## src/rtl/rom_fetch_arbiter.sv

```systemverilog
// Arbitrates the shared SDRAM-backed ROM read port between the 68k program ROM,
// the Z80 sound ROM and the uPD7759 sample fetcher, with aging and a watchdog.
module rom_fetch_arbiter #(
  parameter logic [23:0] M68K_BASE = 24'h000000,
  parameter logic [23:0] Z80_BASE  = 24'h040000,
  parameter logic [23:0] UPD_BASE  = 24'h050000,
  parameter int unsigned AGE_LIMIT = 8,
  parameter int unsigned TIMEOUT   = 255
) (
  input  logic        clk,
  input  logic        reset,
  input  logic        m68k_req,
  input  logic        m68k_bank2,
  input  logic [16:0] m68k_a,
  output logic        m68k_rdy,
  output logic [15:0] m68k_dout,
  input  logic        z80_req,
  input  logic [15:0] z80_a,
  output logic        z80_rdy,
  output logic [7:0]  z80_dout,
  input  logic        upd_req,
  input  logic [16:0] upd_a,
  output logic        upd_rdy,
  output logic [7:0]  upd_dout,
  output logic        sdr_req,
  output logic [23:0] sdr_addr,
  input  logic        sdr_ack,
  input  logic [15:0] sdr_data,
  output logic        timeout_err
);

  localparam int unsigned AW = $clog2(AGE_LIMIT + 1);
  localparam int unsigned WW = $clog2(TIMEOUT + 1);
  localparam logic [AW-1:0] AGE_MAX = AW'(AGE_LIMIT);
  localparam logic [WW-1:0] WD_LAST = WW'(TIMEOUT - 1);

  typedef enum logic [1:0] {S_IDLE, S_WAIT, S_DONE} state_t;
  typedef enum logic [1:0] {G_M68K, G_Z80, G_UPD} port_t;

  state_t        state;
  port_t         gnt;
  port_t         sel;
  logic          byte_sel;
  logic [WW-1:0] wd;
  logic [AW-1:0] z80_age, upd_age;
  logic          m68k_served, z80_served, upd_served;

  logic          m68k_pend, z80_pend, upd_pend, any_pend;
  logic          z80_aged, upd_aged;
  logic [23:0]   sel_addr;
  logic          sel_lsb;
  logic          finish;
  logic [15:0]   rdata;
  logic [7:0]    rbyte;
  logic          m68k_deliver, z80_deliver, upd_deliver;
  logic          z80_hold, upd_hold;

  assign m68k_pend = m68k_req & ~m68k_served;
  assign z80_pend  = z80_req  & ~z80_served;
  assign upd_pend  = upd_req  & ~upd_served;
  assign any_pend  = m68k_pend | z80_pend | upd_pend;
  assign z80_aged  = (z80_age == AGE_MAX);
  assign upd_aged  = (upd_age == AGE_MAX);

  always_comb begin
    sel      = G_UPD;
    sel_addr = UPD_BASE + {8'h00, upd_a[16:1]};
    sel_lsb  = upd_a[0];
    if (z80_pend && z80_aged) begin
      sel      = G_Z80;
      sel_addr = Z80_BASE + {9'h000, z80_a[15:1]};
      sel_lsb  = z80_a[0];
    end else if (upd_pend && upd_aged) begin
      sel = G_UPD;
    end else if (m68k_pend) begin
      sel      = G_M68K;
      sel_addr = M68K_BASE + {6'h00, m68k_bank2, m68k_a};
      sel_lsb  = 1'b0;
    end else if (z80_pend) begin
      sel      = G_Z80;
      sel_addr = Z80_BASE + {9'h000, z80_a[15:1]};
      sel_lsb  = z80_a[0];
    end
  end

  // A completion is delivered only if the requester still holds req at that edge.
  assign finish       = (state == S_WAIT) && (sdr_ack || wd == WD_LAST);
  assign rdata        = sdr_ack ? sdr_data : 16'hFFFF;
  assign rbyte        = byte_sel ? rdata[15:8] : rdata[7:0];
  assign m68k_deliver = finish && gnt == G_M68K && m68k_req;
  assign z80_deliver  = finish && gnt == G_Z80  && z80_req;
  assign upd_deliver  = finish && gnt == G_UPD  && upd_req;

  // Ages stay cleared while the port is being granted or is in service.
  assign z80_hold = (state == S_IDLE) ? (any_pend && sel == G_Z80) : (gnt == G_Z80);
  assign upd_hold = (state == S_IDLE) ? (any_pend && sel == G_UPD) : (gnt == G_UPD);

  always_ff @(posedge clk or posedge reset) begin
    if (reset) begin
      state       <= S_IDLE;
      gnt         <= G_M68K;
      byte_sel    <= 1'b0;
      wd          <= '0;
      sdr_req     <= 1'b0;
      sdr_addr    <= '0;
      timeout_err <= 1'b0;
      m68k_rdy    <= 1'b0;
      z80_rdy     <= 1'b0;
      upd_rdy     <= 1'b0;
      m68k_dout   <= '0;
      z80_dout    <= '0;
      upd_dout    <= '0;
      m68k_served <= 1'b0;
      z80_served  <= 1'b0;
      upd_served  <= 1'b0;
      z80_age     <= '0;
      upd_age     <= '0;
    end else begin
      m68k_rdy    <= m68k_deliver;
      z80_rdy     <= z80_deliver;
      upd_rdy     <= upd_deliver;
      timeout_err <= 1'b0;
      if (m68k_deliver) m68k_dout <= rdata;
      if (z80_deliver)  z80_dout  <= rbyte;
      if (upd_deliver)  upd_dout  <= rbyte;

      m68k_served <= m68k_req & (m68k_served | m68k_deliver);
      z80_served  <= z80_req  & (z80_served  | z80_deliver);
      upd_served  <= upd_req  & (upd_served  | upd_deliver);

      if (!z80_pend || z80_hold)   z80_age <= '0;
      else if (!z80_aged)          z80_age <= z80_age + AW'(1);
      if (!upd_pend || upd_hold)   upd_age <= '0;
      else if (!upd_aged)          upd_age <= upd_age + AW'(1);

      case (state)
        S_IDLE: begin
          if (any_pend) begin
            gnt      <= sel;
            sdr_addr <= sel_addr;
            byte_sel <= sel_lsb;
            sdr_req  <= 1'b1;
            state    <= S_WAIT;
          end
        end
        S_WAIT: begin
          if (finish) begin
            sdr_req <= 1'b0;
            if (!sdr_ack) timeout_err <= 1'b1;
            state   <= S_DONE;
          end else begin
            wd <= wd + WW'(1);
          end
        end
        S_DONE: begin
          wd    <= '0;
          state <= S_IDLE;
        end
        default: state <= S_IDLE;
      endcase
    end
  end

endmodule

```

## config.mk

```make
export PLATFORM = sky130hd
export DESIGN_NAME = rom_fetch_arbiter
export DESIGN_NICKNAME = d
export VERILOG_FILES = /design/src/rtl/rom_fetch_arbiter.sv
export SDC_FILE = /design/constraint.sdc
export NUM_CORES = 1
export LEC_CHECK = 0
export CAP_MARGIN = 20
export CELL_PAD_IN_SITES_DETAIL_PLACEMENT = 1
export CELL_PAD_IN_SITES_GLOBAL_PLACEMENT = 1
export CORE_MARGIN = 1
export CORE_UTILIZATION = 30
export CTS_BUF_LIST = sky130_fd_sc_hd__clkbuf_8 sky130_fd_sc_hd__clkbuf_16
export DETAILED_ROUTE_END_ITERATION = 6
export GPL_ROUTABILITY_DRIVEN = 0
export HOLD_SLACK_MARGIN = 0.05
export PLACE_DENSITY = 0.79
export SLEW_MARGIN = 10
export SYNTH_ARGS = -nofsm -noshare
export SYNTH_HDL_FRONTEND = slang
export SYNTH_SLANG_ARGS = --single-unit
```

## constraint.sdc

```tcl
create_clock -name clk -period 5.65 [get_ports clk]
set_input_delay 1.13 -clock clk [delete_from_list [all_inputs] [get_ports clk]]
set_output_delay 1.13 -clock clk [all_outputs]
set_load 0.005 [all_outputs]
```

==> flow_summary.ini <==
[routing]
wl_per_cell_microns = 18.9
first_pass_iters = 7
first_iter_violations = 181
vias_per_cell = 5.15
finalWirelength_microns = 11200
drc_errors = 7
num_vias = 3069
final_antenna_net_count = 0

[job]
max-cap-violations = 0

[sta]
finalHoldViolCount = 0
layout_min_cycle_time_ns = 2.98
fin_tns_setup_ns = 0
setup_viol = 0
fin_crit_sh_pct = 52.7
worst_pin_slew_ns = 0.970
max_slew_margin_pct = 35.2
skew_ns = 0.0110
clock.fmax_mhz = 336
slew_viol_final = 0
rsz0062_at_grt = false

[layout]
layout.nets = 527
design_area_sq_mm = 0.00534
final_layout_size_suffix_gt1_share_pct = 8.61
areaGrowthSynthToFinish_pct = 46.5
n_antenna_cell = 0
fin_cells = 596

[floorplanning]
die_h_microns = 112
die_w_microns = 112
die-area_sq_mm = 0.0126
start_util_pct = 31.4
rows = 39
coreArea_sq_mm = 0.0116
ios = 134

[status]
violations = design-rule violations
status = complete, but fails checks

[place]
hpwl_microns = 8140
placed_area_sq_mm = 0.00502
io_buffers = 128
dp.cells = 580

[logic_synthesis]
ys_ff_latch = 80
syn-instance-count = 320
yosysUniqueCellTypes = 50
yosysMostFrequentCell = dfrtp_1
synthTopCellsByCount = dfrtp_1 (80), nand2_1 (46), o22a_1 (32)
synth_top_flop_cell = dfrtp_1
syn_avg_cell_area_sq_um = 11.4
yosysSeqAreaShare_pct = 55.0
synth_top_area_share_pct = 55.0
syn_area_sq_mm = 0.00364
synth.area.top_cells = dfrtp_1 (55%), o22a_1 (7.7%), nand2_1 (4.7%), a222oi_1 (3.8%), mux2i_1 (3.3%)
ys_async_sr_fraction_pct = 100
yosysTopAreaCell = dfrtp_1
synth_edf_count = 0
yosysWarnings = 0

[min_path]
holdCritPathClass = flip-flop to flip-flop

[critical_path]
path_max_fanout = 27
worst_setup_path_start_kind = input port
required_ns = 5.87
critPathArrivalTime_ns = 3.20
cp-end-kind = flip-flop
critPathKind = input port to flip-flop

[cts]
clkTransAtPathRegs_ns = 0.07
cts-resized-gates = 0
cts_setup_buffers = 0
cts_tree = yes
cts_buffer_depth = 2
hold_buffers = 0
root_buffer = clkbuf_16
clkLatencyLatePin_ns = 0.34
cts_inserted_buffers = 9
cts.sink_count = 80
ctsHtreeMaxLevel = 3

[power]
p_leak_nw = 2.28
ir_drop_mv = 0.165
power_per_cell_area_mw_per_mm2 = 492

[grt]
antenna_found_initial = 0
grt_pass1_vias = 3398
grtUsageTotal_pct = 18.6
grt_max_degree = 50
overflow = 0
grt_first_pass_wirelength_microns = 18200
-- registers in the layout (all words and copies together), names as in the netlist, 2 cells and up --
signal,count
sdr_addr,19
m68k_dout,16
upd_dout,8
wd,8
z80_dout,8
upd_age,4
z80_age,4
gnt,2
state,2
-- metal layers --
metal  up-vias  track usage (%)  share of wire (%)
met5         -                0                  0
met4         0             7.64                2.3
met3        19             3.24                3.7
met2        61             33.7                 54
met1      1579             21.9                 40
li1       1410                -                  -
-- report_power, final --
part	leakage [nW]	switching [mW]	internal (mW)
Sequential	0.992	0.173	0.803
Clock	0.153	0.262	0.352
Combinational	1.14	0.436	0.600
Total	2.28	0.871	1.75
-- final cells by class --
class,instances,area [sq um]
flip-flops and latches,80,2000
repair buffers,129,1290
multi-input cells,216,1510
well taps,143,179
clock inverters,7,85.1
clock buffers,9,225
inverters,12,46.3
fillers,1282,6280
-- worst max-delay path, stage by stage --
cell             delay, ns
clkdlybuf4s50_1       0.54
nand2b_2              0.19
nand3_1               0.14
nand2_1               0.57
a222oi_1              0.51
nand2_1               0.11
-- layout by cell type, fill, tap and decap left out, drive strengths merged, types with 2 or more instances in the layout --
master / Yosys / routed
nor2: 20 / 20
nand3: 12 / 12
inv: 12 / 15
xnor2: 4 / 4
a21oi: 10 / 10
and2: 3 / 3
mux2i: 12 / 12
clkbuf: 1 / 9
ha: 6 / 6
a21o: 5 / 5
a31oi: 3 / 3
xor2: 4 / 4
nand3b: 2 / 2
o22a: 32 / 32
nor2b: 3 / 3
dfrtp: 80 / 80
a222oi: 14 / 14
nand4: 2 / 2
clkdlybuf4s50: 0 / 128
nand2b: 6 / 6
a211oi: 2 / 2
nand2: 46 / 46
clkinv: 0 / 3
o21ai: 12 / 12
conb: 1 / 5
mux2: 3 / 3
-- logic make-up (layout without fill, tap and decap cells) --
group | Yosys count | after routing | share of synthesized area, %
AND/OR/NAND/NOR | 99 | 99 | 14.2
other | 1 | 5 | 0.103
XOR/XNOR | 8 | 8 | 1.92
flip-flops | 80 | 80 | 55.0
adder cells (fa/ha/maj) | 6 | 6 | 2.06
multiplexers | 15 | 15 | 4.23
buffers and inverters | 28 | 157 | 4.02
AO/OA/AOI/OAI | 83 | 83 | 18.6
-- worst paths after layout --
check / from / endpoint / slack (ns) / cells past startpoint
setup / recovery: z80_req / sdr_addr[5] / 2.67 / 6
hold / removal: z80_served / z80_served / 0.47 / 1
setup reg to reg: state[0] / m68k_dout[9] / 3.37 / 3
hold reg to reg: z80_served / z80_served / 0.47 / 1
max in group asynchronous: reset / sdr_addr[18] / 3.43 / 3
min in group asynchronous: reset / m68k_rdy / 1.27 / 2
-- through the flow --
step           utilization [%]  hold slack, ns  power [mW]  setup slack (ns)
2_1_floorplan                -           0.437        1.45              2.47
3_3_place_gp              43.3           0.456        1.97              2.43
3_5_place_dp              43.3           0.460        2.02              2.36
4_1_cts                   45.9           0.475        2.65              2.67
5_1_grt                   45.9           0.483        2.78              2.45
6_report                  45.9           0.472        2.63              2.67
Power figures use the tool's default switching activity.
